## src/rtl/rr_decimal_arbiter_if.sv

```systemverilog
// ---------------------------------------------------------------------------
// rr_decimal_arbiter_if
//
// Bundles the request/grant signals between up to ten requesters and the
// round-robin arbiter.
//
// Handshake: a requester raises req[i] and holds it for as long as it wants
// the shared resource. The arbiter answers with grant[i] (one-hot), the same
// owner as the binary grant_idx, and grant_valid. The owner keeps ownership
// while it holds req[i] and done is low. Ownership ends at the clock edge
// where done=1 is sampled, req[i] is sampled low, or the hold limit expires.
// A hold-limit release is flagged by a one-cycle timeout pulse. At least one
// cycle with grant_valid=0 always separates two owners.
//
//   req         requester -> arbiter  10  request vector, bit i = requester i
//   done        requester -> arbiter   1  current owner finished
//   grant       arbiter -> requester  10  one-hot grant, zero when no owner
//   grant_idx   arbiter -> requester   4  binary owner index, 0 when no owner
//   grant_valid arbiter -> requester   1  an owner holds the grant
//   timeout     arbiter -> requester   1  pulse: grant force-released
// ---------------------------------------------------------------------------
interface rr_decimal_arbiter_if;
    logic [9:0] req;
    logic       done;
    logic [9:0] grant;
    logic [3:0] grant_idx;
    logic       grant_valid;
    logic       timeout;

    // Requester side.
    modport master (
        output req,
        output done,
        input  grant,
        input  grant_idx,
        input  grant_valid,
        input  timeout
    );

    // Arbiter side.
    modport slave (
        input  req,
        input  done,
        output grant,
        output grant_idx,
        output grant_valid,
        output timeout
    );
endinterface

```

## src/rtl/rr_decimal_arbiter.sv

```systemverilog
// ---------------------------------------------------------------------------
// rr_decimal_arbiter
//
// Round-robin arbiter that shares one downstream resource among NUM_REQ
// requesters (2..10). An owner keeps the grant until it signals done, drops
// its request, or has held it for MAX_HOLD cycles (1..255). The search for the
// next owner starts just after the previous owner, so the requester that just
// released has the lowest priority. All outputs are registered.
//
// Ports:
//   clk        rising-edge clock
//   rst_n      asynchronous, active-low reset
//   bus        rr_decimal_arbiter_if.slave: req/done in, grant/grant_idx/
//              grant_valid/timeout out
//   fsm_state  current controller state, 0 = IDLE, 1 = BUSY
// ---------------------------------------------------------------------------
module rr_decimal_arbiter #(
    parameter int NUM_REQ  = 10,
    parameter int MAX_HOLD = 8
) (
    input  logic                 clk,
    input  logic                 rst_n,
    rr_decimal_arbiter_if.slave  bus,
    output logic                 fsm_state
);

    typedef enum logic {
        IDLE = 1'b0,
        BUSY = 1'b1
    } state_t;

    // Requests at or above NUM_REQ are never considered.
    localparam logic [9:0] REQ_MASK = 10'((1 << NUM_REQ) - 1);

    state_t     state, state_next;
    logic [3:0] last_idx, last_idx_next;
    logic [7:0] hold_cnt, hold_cnt_next;
    logic [9:0] grant_q, grant_next;
    logic [3:0] grant_idx_q, grant_idx_next;
    logic       grant_valid_q, grant_valid_next;
    logic       timeout_q, timeout_next;

    // Padding to 16 bits lets any 4-bit index address the vector safely.
    logic [15:0] req_ext;
    assign req_ext = {6'b0, bus.req & REQ_MASK};

    // ------------------------------------------------------------------
    // Rotating search: visit last_idx+1, last_idx+2, ... modulo NUM_REQ,
    // so the wrap goes from NUM_REQ-1 to 0 and never touches 10..15.
    // last_idx itself is visited last.
    // ------------------------------------------------------------------
    logic       found;
    logic [3:0] winner;
    logic [4:0] cand;

    always_comb begin
        found  = 1'b0;
        winner = '0;
        cand   = '0;
        for (int k = 1; k <= NUM_REQ; k++) begin
            cand = {1'b0, last_idx} + 5'(k);
            if (cand >= 5'(NUM_REQ)) begin
                cand = cand - 5'(NUM_REQ);
            end
            if (!found && req_ext[cand[3:0]]) begin
                found  = 1'b1;
                winner = cand[3:0];
            end
        end
    end

    // Release conditions for the current owner.
    logic rel_done, rel_drop, rel_hold;
    assign rel_done = bus.done;
    assign rel_drop = !req_ext[grant_idx_q];
    assign rel_hold = (hold_cnt == 8'(MAX_HOLD - 1));

    // ------------------------------------------------------------------
    // State register
    // ------------------------------------------------------------------
    always_ff @(posedge clk or negedge rst_n) begin
        if (!rst_n) begin
            state         <= IDLE;
            last_idx      <= 4'(NUM_REQ - 1);
            hold_cnt      <= '0;
            grant_q       <= '0;
            grant_idx_q   <= '0;
            grant_valid_q <= 1'b0;
            timeout_q     <= 1'b0;
        end else begin
            state         <= state_next;
            last_idx      <= last_idx_next;
            hold_cnt      <= hold_cnt_next;
            grant_q       <= grant_next;
            grant_idx_q   <= grant_idx_next;
            grant_valid_q <= grant_valid_next;
            timeout_q     <= timeout_next;
        end
    end

    // ------------------------------------------------------------------
    // Next-state and output logic
    // ------------------------------------------------------------------
    always_comb begin
        state_next       = state;
        last_idx_next    = last_idx;
        hold_cnt_next    = hold_cnt;
        grant_next       = grant_q;
        grant_idx_next   = grant_idx_q;
        grant_valid_next = grant_valid_q;
        timeout_next     = 1'b0;

        case (state)
            IDLE: begin
                // done is deliberately not looked at here.
                if (found) begin
                    state_next       = BUSY;
                    grant_next       = 10'd1 << winner;
                    grant_idx_next   = winner;
                    grant_valid_next = 1'b1;
                    last_idx_next    = winner;
                    hold_cnt_next    = '0;
                end else begin
                    grant_next       = '0;
                    grant_idx_next   = '0;
                    grant_valid_next = 1'b0;
                end
            end

            BUSY: begin
                // Other requesters wait; they are arbitrated in the IDLE
                // cycle that always follows a release.
                if (rel_done || rel_drop || rel_hold) begin
                    state_next       = IDLE;
                    grant_next       = '0;
                    grant_idx_next   = '0;
                    grant_valid_next = 1'b0;
                    // Only a release caused purely by the hold limit counts
                    // as a timeout.
                    timeout_next     = rel_hold && !rel_done && !rel_drop;
                end else begin
                    hold_cnt_next = hold_cnt + 8'd1;
                end
            end

            default: begin
                state_next = IDLE;
            end
        endcase
    end

    assign bus.grant       = grant_q;
    assign bus.grant_idx   = grant_idx_q;
    assign bus.grant_valid = grant_valid_q;
    assign bus.timeout     = timeout_q;
    assign fsm_state       = (state == BUSY);

endmodule

```

## src/flat_wrapper.sv

```systemverilog
// flat-port wrapper written by rule: the top's interface ports become plain ports
module rr_decimal_arbiter_flat 
#(
    parameter int NUM_REQ  = 10,
    parameter int MAX_HOLD = 8
)
  (clk, rst_n, fsm_state, bus_req, bus_done, bus_grant, bus_grant_idx, bus_grant_valid, bus_timeout);
  rr_decimal_arbiter_if bus_i ();
  input  logic clk;
  input  logic rst_n;
  output logic fsm_state;
  input wire logic [$bits(bus_i.req)-1:0] bus_req;
  input wire logic [$bits(bus_i.done)-1:0] bus_done;
  output wire logic [$bits(bus_i.grant)-1:0] bus_grant;
  output wire logic [$bits(bus_i.grant_idx)-1:0] bus_grant_idx;
  output wire logic [$bits(bus_i.grant_valid)-1:0] bus_grant_valid;
  output wire logic [$bits(bus_i.timeout)-1:0] bus_timeout;
  assign bus_i.req = bus_req;
  assign bus_i.done = bus_done;
  assign bus_grant = bus_i.grant;
  assign bus_grant_idx = bus_i.grant_idx;
  assign bus_grant_valid = bus_i.grant_valid;
  assign bus_timeout = bus_i.timeout;
  rr_decimal_arbiter #(.NUM_REQ(NUM_REQ), .MAX_HOLD(MAX_HOLD)) u_core (.clk(clk), .rst_n(rst_n), .bus(bus_i), .fsm_state(fsm_state));
endmodule
```

## config.mk

```make
export PLATFORM = sky130hd
export DESIGN_NAME = rr_decimal_arbiter_flat
export DESIGN_NICKNAME = d
export VERILOG_FILES = /design/src/rtl/rr_decimal_arbiter_if.sv /design/src/rtl/rr_decimal_arbiter.sv /design/src/flat_wrapper.sv
export SDC_FILE = /design/constraint.sdc
export NUM_CORES = 1
export LEC_CHECK = 0
export ABC_AREA = 1
export BUFFER_PORTS_ARGS = -buffer_cell sky130_fd_sc_hd__buf_4
export CORE_ASPECT_RATIO = 0.9
export CORE_MARGIN = 2
export CORE_UTILIZATION = 35
export CTS_CLUSTER_DIAMETER = 200
export DETAILED_ROUTE_END_ITERATION = 8
export GPL_TIMING_DRIVEN = 1
export PLACE_DENSITY = 0.51
export SYNTH_ARGS = -nofsm -noshare
export SYNTH_HDL_FRONTEND = slang
export SYNTH_SLANG_ARGS = --single-unit
export TNS_END_PERCENT = 10
```

## constraint.sdc

```tcl
create_clock -name clk -period 9.2 [get_ports clk]
set_input_delay 2.76 -clock clk [delete_from_list [all_inputs] [get_ports clk]]
set_output_delay 2.76 -clock clk [all_outputs]
set_load 0.05 [all_outputs]
```

==> impl_results.md, run 1 <==
* Ys flop type: dfrtp_1
* Slew HR at between 50 and 60%
* WHS Path Cells at 2
* Yosys reg bits at 29
* Drt total wl at around 11 mm
* Tcrit/Tclk final at 56.4%
* HPWL after DPL at 9.04 mm
* Warnings from Yosys at 0
* CP Launch Type: primary input
* Final Max Tran Viols at 0
* Layout Skew at 0.00473 ns
* CORE AREA at 10800 um^2
* Hold Path Origin: u_core.bus.grant[9]
* RSZ-0062 raised after global routing: no
* Sequential fraction of the synthesis area at 18.8%
* Total CTS buffers at 5
* Area leader, netlist: dfrtp_1
* Fill cells at 1148
* Drt pass-1 iters at 5
* Total gr overflow at 0
* Critical R2R Launch: u_core.last_idx[0]
* TritonCTS clock tree: built
* Postcts setup bufs at 0
* Syn Nets at 649
* Worst hold-check path type: flip-flop to flip-flop
* WP data arrival at approximately 5.3 ns
* Via count at 3995
* Buffers on Ports at 29
* Synth Cell Area at 3880 um^2
* Total Routing Usage GR at 19.3%
* Max frequency at 193 MHz
* Register Area at 728 um^2
* Slew @ Worst Pin at about 0.67 ns
* Top Usage Layer GRT: met1
* Clock Sinks at 29
* Vias per std cell at between 5 and 6
* Max-cap violations at 0
* Reg2reg end: u_core.last_idx[1]
* Post-cts resize count at 0
* Share of cells above drive strength 1 at 16.9%
* Mapped Avg Cell Area at roughly 6.3 um^2
* Initial Util at 35.9%
* M1 GR Usage at between 20% and 30%
* Area of the multi-input gates at 2730 um^2
* Placer Congestion at ~0.96
* Die height at 104 um
* Status: finished, final reports clean
* Antenna-violating nets left at 0
* CP Max Fanout at 8
* R2R cell count at 18
* First-pass GRT wire length at ~19 mm
* P&R area growth vs syn at 11.0%
* Row cnt at 36
* Mapped Cells at 612
* Yosys cell types at 45
* Hold Fails Final Rpt at 0
* Die Footprint at 11900 um^2
* Die width at 115 um
* Post-synth EDFFs at 0
* Setup crit end kind: flip-flop
* Clock Latency Late Sink at around 0.27 ns
* DR DRC count at 0
* Largest net degree at the start of global routing at 34
* CTS Root Cell: clkbuf_16
* Ys async rst share at 100%
* R2R Setup Slk at 4.15 ns
* Nets at 674
* 1st-iter DRT viols at 282
* Worst EP required at 9.32 ns
* WHS at just under 0.5 ns
* Wirelength per Cell at about 15 um
* CTS max path bufs at 2
* GRT met3 Usage at 3.55%
* Setup TNS at 0 ns
* Ports at 30
* Worst setup path class: primary input to flip-flop
* Htree depth at 2
* M2 GR Usage at 28.2%
* Min Tclk post-route at 5.19 ns
* Antenna violations before repair at 0
* Final setup fails at 0
* Diode count at 0
* Number of global-route vias before repair at ~3600
* Clock transition at the registers of the reported paths at approximately 0.040 ns
* Synth area leaders: dfrtp_1 (17%), nand2_1 (17%), nand3_1 (9.2%)
* Post-CTS Hold Buffers at 0
* Share of the synthesized area in the top cell type at ~17%
* CP startpoint: bus_req[8]
* Hold Crit Endpoint: u_core.bus.grant[9]
[placed cells by master (no fill, tap or decap), types with 2 or more instances in the layout]
cell	synthesis	final
clkinv_1	2	2
dfstp_2	2	2
inv_2	9	9
nor3_1	6	6
a21oi_1	13	13
dfrtp_1	27	27
xor2_2	2	2
nand2_1	177	177
nand4_1	19	19
o21ai_0	42	42
o211ai_1	6	6
o21a_1	4	4
nand2_2	17	17
inv_1	74	74
nand3_1	71	71
a211oi_1	2	2
nor2_4	5	5
nand3_2	9	9
nand4_2	3	3
xor2_1	7	7
clkbuf_1	2	3
clkbuf_16	0	5
ha_1	23	23
nand2_4	7	7
buf_4	1	29
o21ai_2	9	9
o21ai_1	12	12
nor2_2	6	6
nor2_1	31	31
a221oi_1	2	2
[area by class of cell]
class	instances	share of cell area (%)
well taps	133	3.86
repair buffers	29	5.06
multi-input cells	486	63.3
flip-flops and latches	29	16.9
clock buffers	8	3.17
inverters	86	7.67
[cells in the mapped netlist, types with 7 or more instances]
cell type  number
o21ai_0        42
dfrtp_1        27
inv_1          74
ha_1           23
nand2_2        17
nand4_1        19
nand3_2         9
nor2_1         31
o21ai_1        12
xor2_1          7
o21ai_2         9
nand2_4         7
nand2_1       177
a21oi_1        13
inv_2           9
nand3_1        71
[per-stage QoR]
step / setup WS (ns) / util, % / std cells / area [um^2]
global route: 3.70 / 39.8 / 771 / 4310
global placement: 3.68 / 38.6 / 763 / 4170
detailed placement: 3.76 / 38.6 / 763 / 4170
finish: 4.01 / 39.8 / 771 / 4310
floorplan: 4.61 / - / 612 / 3880
CTS: 4.03 / 39.8 / 771 / 4310
[kinds of logic after synthesis]
group | Yosys count | share of synthesized area (%)
fa+ha+maj | 24 | 7.94
buf+inv | 97 | 10.9
compound gates | 94 | 14.4
flops | 29 | 18.8
simple gates | 357 | 44.6
xor+xnor | 11 | 3.35
[how the worst max path moves through the flow]
stage,to,slack [ns],cells after the start
5_1_grt,u_core.last_idx[1],3.70,16
4_1_cts,u_core.last_idx[1],4.03,16
3_5_place_dp,u_core.bus.grant_idx[1],3.76,16
3_3_place_gp,u_core.last_idx[1],3.68,16
2_1_floorplan,u_core.bus.grant[0],4.61,18
6_report,u_core.last_idx[1],4.01,16
[layer usage]
layer / part of all wire, % / vias up / wire, um
met3: 5.3 / 9 / 596
met1: 51 / 1836 / 5710
met5: 0 / - / 0
met2: 43 / 100 / 4830
met4: 0.95 / 0 / 107
li1: - / 2050 / -
[sequential cells by signal, indices dropped and copies added, names as in the netlist]
| signal | flops |
|---|---|
| u_core.last_idx | 4 |
| u_core.bus.timeout | 1 |
| u_core.bus.grant | 10 |
| u_core.bus.grant_valid | 1 |
| u_core.bus.grant_idx | 4 |
| u_core.hold_cnt | 8 |
| u_core.fsm_state | 1 |
[worst max-delay path, cell delays in order]
cell	delay, ns
buf_4	0.08
inv_1	0.04
o21ai_0	0.52
nand2_1	0.10
o21ai_0	0.18
nand2_1	0.08
nor2_2	0.18
inv_2	0.12
nand3_1	0.14
nor2_4	0.07
nand4_2	0.11
nor3_1	0.07
nor2_1	0.13
nand3_1	0.16
o21ai_0	0.37
o21ai_0	0.18
Power of run 1 is not shown: default switching activity piles up to over one toggle a cycle in this logic, so the estimate is an artifact.
==> run 2: changes to the inputs <==
--- a/config.mk
+++ b/config.mk
@@ -13,7 +13,7 @@
 export CTS_CLUSTER_DIAMETER = 200
 export DETAILED_ROUTE_END_ITERATION = 8
 export GPL_TIMING_DRIVEN = 1
-export PLACE_DENSITY = 0.51
+export PLACE_DENSITY = 0.53
 export SYNTH_ARGS = -nofsm -noshare
 export SYNTH_HDL_FRONTEND = slang
 export SYNTH_SLANG_ARGS = --single-unit
==> constraint.sdc (replaced) <==
create_clock -name clk -period 4.6 [get_ports clk]
set_input_delay 1.38 -clock clk [delete_from_list [all_inputs] [get_ports clk]]
set_output_delay 1.38 -clock clk [all_outputs]
set_load 0.05 [all_outputs]
==> run 2 against run 1 <==
Die area unchanged. Wire length up 2.1%. Non-clock buffer count up 6. Utilization up 0.44 points. Via count up 1.3%. Critical path depth up 5. Worst setup slack worse by 3.5 ns. Final area up 1.1%. Register-to-register slack worse by 3.6 ns.
==> impl_results.md, run 2 (synthesis results as in run 1) <==
* Commonest non-fill, non-tap cell in the layout: nand2_1
* RSZ-0062 raised after global routing: no
* Worst EP required at 4.82 ns (-4.50 ns)
* CORE AREA at 10800 um^2 (unchanged)
* Clock Sinks at 29 (unchanged)
* Max frequency at about 250 MHz
* 1st-iter DRT viols at 323 (+15%)
* Htree depth at 2 (unchanged)
* Setup ws final at 0.552 ns (-3.46 ns)
* Share of cells above drive strength 1 at 18.0% (+1.1 points)
* Final Cell Area at 4350 um^2 (+1.1%)
* Setup crit end kind: flip-flop
* Ports at 30 (unchanged)
* R2R cell count at 21 (+3)
* Place WS at 0.584 ns (-3.18 ns)
* Largest net degree at the start of global routing at 30 (-12%)
* Clock Latency Late Sink at 0.28 ns (about the same)
* Tcrit/Tclk final at 88.0%
* Status: finished, final reports clean
* CTS max path bufs at 2 (unchanged)
* R2R Setup Slk at 0.55 ns (-3.60 ns)
* Layout Skew at 0.00756 ns (+0.00283 ns)
* Placer Congestion at 0.913 (-5.4%)
* Min Tclk post-route at 4.05 ns
* First-pass GRT wire length at 18.8 mm (+1.2%)
* Diode count at 0 (unchanged)
* Total CTS buffers at 5 (unchanged)
* WP data arrival at 4.27 ns (-1.04 ns)
* Setup crit end: u_core.bus.grant[0]
* Worst hold-check path type: flip-flop to flip-flop
* Antenna violations before repair at 0 (unchanged)
* CP Max Fanout at 12 (+4)
* Clock transition at the registers of the reported paths at 0.05 ns (about the same)
* Die width at 115 um (unchanged)
* TritonCTS clock tree: built
* Fill cells at 1143 (-0.44%)
* Worst setup path class: flip-flop to flip-flop
* Total gr overflow at 0 (unchanged)
* CTS Root Cell: clkbuf_16
* Placed cell areas at 4220 um^2 (+1.1%)
* Final Max Tran Viols at 0 (unchanged)
* Vias per std cell at 5.21 (+0.47%)
* Die Footprint at 11900 um^2 (unchanged)
* P&R area growth vs syn at 12.3%
* Via count at 4045 (+1.3%)
* Buffers on Ports at 29 (unchanged)
* Antenna-violating nets left at 0 (unchanged)
* Final setup fails at 0 (unchanged)
* Max-cap violations at 0 (unchanged)
* Critical R2R Launch: u_core.last_idx[0]
* DR DRC count at 0 (unchanged)
* CP startpoint: u_core.last_idx[0]
* Row cnt at 36 (unchanged)
* Nets at 680 (+0.89%)
* HPWL after DPL at 9.32 mm (+3.1%)
* Wirelength per Cell at 14.8 um (+1.3%)
* Reg2reg end: u_core.bus.grant[0]
* Number of global-route vias before repair at 3623 (-0.33%)
* Initial Util at 35.9% (unchanged)
* Most frequent cells in the layout: nand2_1 (177), inv_1 (74), nand3_1 (71), o21ai_0 (41), buf_4 (35)
* Total Routing Usage GR at 19.6% (+0.33 points)
* Slew @ Worst Pin at 0.664 ns (-0.00129 ns)
* Post-layout util at 40.3% (+0.44 points)
* Drt total wl at 11.5 mm (+2.1%)
* Die height at 104 um (unchanged)
* CP Launch Type: flip-flop
* Hold Fails Final Rpt at 0 (unchanged)
* Slew HR at 55.2% (+0.087 points)
* Drt pass-1 iters at 5 (unchanged)
* Setup TNS at 0 ns (unchanged)
* Max reg flops at 10 (unchanged)
-- run 2: critical path: stages, from the launching register on --
cell and delay [ns]:
dfstp_2 0.59, inv_2 0.16, ha_1 0.54, clkinv_1 0.15, ha_1 0.27, nor2_1 0.11, inv_1 0.04, o21ai_0 0.34
nand4_1 0.27, nand3_1 0.32, nand2_1 0.09, nand2_1 0.07, nand2_1 0.06, nor2_1 0.10, nand3_1 0.09, nor2_1 0.12
nand3_1 0.16, nor2_2 0.16, nand2_1 0.09, nor2_1 0.15, nand2_1 0.08, nand2_1 0.06
-- run 2: how the worst min path moves through the flow --
stage | startpoint | endpoint | slack (ns) | depth (start not counted)
global route | u_core.bus.grant[9] | u_core.bus.grant[9] | 0.52 | 2
finish | u_core.bus.grant[3] | u_core.bus.grant[3] | 0.49 | 2
detailed placement | u_core.bus.grant[9] | u_core.bus.grant[9] | 0.47 | 2
floorplan | u_core.hold_cnt[1] | u_core.hold_cnt[1] | 0.49 | 2
global placement | u_core.bus.grant_valid | u_core.bus.grant_valid | 0.47 | 2
CTS | u_core.bus.grant_valid | u_core.bus.grant_valid | 0.49 | 2
-- run 2: metal layers --
metal  vias up  GRT usage (%)  part of all wire [%]  routed length, um
li1       2070              -                     -                  -
met1      1856           30.3                    50               5710
met5         -              0                     0                  0
met4         0           3.96                  0.71                 82
met3         7           2.74                   6.0                692
met2       112           28.8                    44               4990
-- run 2: what timing repair did --
action                     CTS  global route
setup endpoints to repair    0             2
resized for setup            0             1
hold buffers                 0             0
setup buffers                0             0
-- run 2: cell type report --
type / instances / area, um^2 / share of cell area [%]
timing repair buffer: 35 / 263 / 6.03
clock buffer: 6 / 129 / 2.96
tap: 133 / 166 / 3.82
sequential: 29 / 728 / 16.7
clock inverter: 2 / 10.0 / 0.230
inverter: 86 / 330 / 7.59
multi-input combinational: 486 / 2730 / 62.6
-- run 2: metrics by stage --
stage | hold WS, ns | std cells
floorplan | 0.495 | 612
global placement | 0.472 | 769
detailed placement | 0.471 | 769
CTS | 0.494 | 777
global route | 0.516 | 777
finish | 0.486 | 777
Power of run 2 is left out for the same reason.
==> run 3: changes to the inputs <==
--- a/config.mk
+++ b/config.mk
@@ -13,6 +13,7 @@
 export CTS_CLUSTER_DIAMETER = 200
 export DETAILED_ROUTE_END_ITERATION = 8
 export GPL_TIMING_DRIVEN = 1
+export MAX_ROUTING_LAYER = met4
 export PLACE_DENSITY = 0.53
 export SYNTH_ARGS = -nofsm -noshare
 export SYNTH_HDL_FRONTEND = slang
==> run 3 against run 2 <==
Final area rose by 0.17%. Register-to-register slack better by 0.04 ns. Critical path type unchanged. Hold slack worse by 0.0050 ns.
==> impl_results.md, run 3 (synthesis results as in run 1) <==
* P&R area growth vs syn at 12.5%
* Row cnt at 36 (unchanged)
* Slew HR at 52.4% (-2.8 points)
* Nets at 681 (+0.15%)
* CP Max Fanout at 12 (unchanged)
* Slew @ Worst Pin at 0.706 ns (+0.0416 ns)
* Diode count at 0 (unchanged)
* Antenna violations before repair at 0 (unchanged)
* Total CTS buffers at 5 (unchanged)
* CORE AREA at 10800 um^2 (unchanged)
* Die Footprint at 11900 um^2 (unchanged)
* Placer Congestion at 0.926 (+1.5%)
* Number of global-route vias before repair at 3590 (-0.91%)
* HPWL after DPL at 9.22 mm (-1.0%)
* Reg2reg end: u_core.last_idx[1]
* Initial Util at 35.9% (unchanged)
* Max frequency at 250 MHz (+1.0%)
* Clock Latency Late Sink at 0.28 ns (about the same)
* Status: finished, final reports clean
* RSZ-0062 raised after global routing: no
* Ports at 30 (unchanged)
* Fill cells at 1134 (-0.79%)
* Htree depth at 2 (unchanged)
* Wirelength per Cell at 14.5 um (-1.6%)
* CTS Root Cell: clkbuf_16
* WP data arrival at 4.13 ns (-0.14 ns)
* 1st-iter DRT viols at 280 (-13%)
* Antenna-violating nets left at 0 (unchanged)
* CP Launch Type: flip-flop
* Worst hold-check path type: flip-flop to flip-flop
* Setup crit end kind: flip-flop
* Setup TNS at 0 ns (unchanged)
* Hold Path Origin: u_core.bus.grant[8]
* DR DRC count at 0 (unchanged)
* Post-cts resize count at 0 (unchanged)
* Final setup fails at 0 (unchanged)
* Drt total wl at 11.3 mm (-1.5%)
* WHS Path Cells at 2 (unchanged)
* Hold Crit Endpoint: u_core.bus.grant[8]
* Buffers on Ports at 29 (unchanged)
* Commonest non-fill, non-tap cell in the layout: nand2_1
* First-pass GRT wire length at 18.4 mm (-2.2%)
* Share of cells above drive strength 1 at 18.1% (+0.13 points)
* Clock transition at the registers of the reported paths at 0.05 ns (about the same)
* Final Max Tran Viols at 0 (unchanged)
* Largest stage delay, worst path at 0.58 ns (about the same)
* Layout Skew at 0.00581 ns (-0.00175 ns)
* Total gr overflow at 0 (unchanged)
* Vias per std cell at 5.23 (+0.41%)
* Min Tclk post-route at 4.01 ns (-0.0405 ns)
* TritonCTS clock tree: built
* Max reg flops at 10 (unchanged)
* Post-CTS Hold Buffers at 0 (unchanged)
* Critical-path top delay cell: dfstp_2
* CTS max path bufs at 2 (unchanged)
* Hold Fails Final Rpt at 0 (unchanged)
* Tcrit/Tclk final at 87.1% (-0.88 points)
* R2R Setup Slk at 0.59 ns (+0.04 ns)
* Die height at 104 um (unchanged)
* Drt pass-1 iters at 5 (unchanged)
* Worst setup path class: flip-flop to flip-flop
* Crit-path cells: inv_2 > ha_1 > clkinv_1 > ha_1 > nor2_1 > inv_1 > o21ai_0 > nand4_1 > nand3_1 > nand2_1 > nand2_1 > nand2_1 > nor2_1 > nand3_1 > nor2_1 > nand3_1 > o21ai_0 > o21ai_0
* Total Routing Usage GR at 19.7% (+0.11 points)
* Die width at 115 um (unchanged)
* Critical R2R Launch: u_core.last_idx[0]
* Postcts setup bufs at 0 (unchanged)
* Largest net degree at the start of global routing at 30 (unchanged)
* R2R cell count at 18 (-14%)
* Clock Sinks at 29 (unchanged)
* Max-cap violations at 0 (unchanged)
* Via count at 4067 (+0.54%)
* CP startpoint: u_core.last_idx[0]
* Most frequent cells in the layout: nand2_1 (177), inv_1 (74), nand3_1 (71), o21ai_0 (42), buf_4 (36)
* Worst EP required at 4.72 ns (-0.10 ns)
-- run 3: changes by cell type in the layout (fill, tap and decap cells not counted), sizes merged --
cell,previous run,this run
buf,35,36
-- run 3: final cells by class --
class	count	area, um^2	share of cell area, %
clock inverter	2	10.0	0.229
multi-input combinational	486	2730	62.5
inverter	86	330	7.57
tap	133	166	3.82
timing repair buffer	36	270	6.20
sequential	29	728	16.7
clock buffer	6	129	2.95
-- run 3: layer usage --
metal | global-route usage, % | share of wire, % | vias up
li1 | - | - | 2076
met1 | 29.4 | 52 | 1891
met2 | 28.4 | 44 | 89
met3 | 2.62 | 3.6 | 11
met4 | 3.87 | 0.89 | 0
met5 | - | 0 | -
-- run 3: how the worst max path moves through the flow --
stage                                         end  slack (ns)
after global routing      u_core.bus.grant_idx[1]        0.27
after detailed placement  u_core.bus.grant_idx[1]        0.62
after floorplan                u_core.hold_cnt[0]        0.90
final                          u_core.last_idx[1]        0.59
after CTS                 u_core.bus.grant_idx[1]        0.67
after global placement    u_core.bus.grant_idx[1]        0.60
-- run 3: worst max-delay path, delay by kind of cell, from the launching register on --
| kind | cells | cell delay [ns] |
|---|---|---|
| AND/OR/NAND/NOR | 10 | 1.32 |
| AO/OA/AOI/OAI | 3 | 0.99 |
| adder cells (fa/ha/maj) | 2 | 0.62 |
| flip-flops | 1 | 0.58 |
| buffers and inverters | 3 | 0.33 |
-- run 3: stage by stage --
step	cell area, um^2	hold WS [ns]	instances	util (%)	setup WS, ns
6_report	4360	0.481	778	40.3	0.593
5_1_grt	4360	0.519	778	40.3	0.266
4_1_cts	4360	0.490	778	40.3	0.670
3_5_place_dp	4220	0.470	770	39.1	0.622
3_3_place_gp	4220	0.472	770	39.1	0.598
2_1_floorplan	3880	0.495	612	-	0.898
Power of run 3 is left out for the same reason.
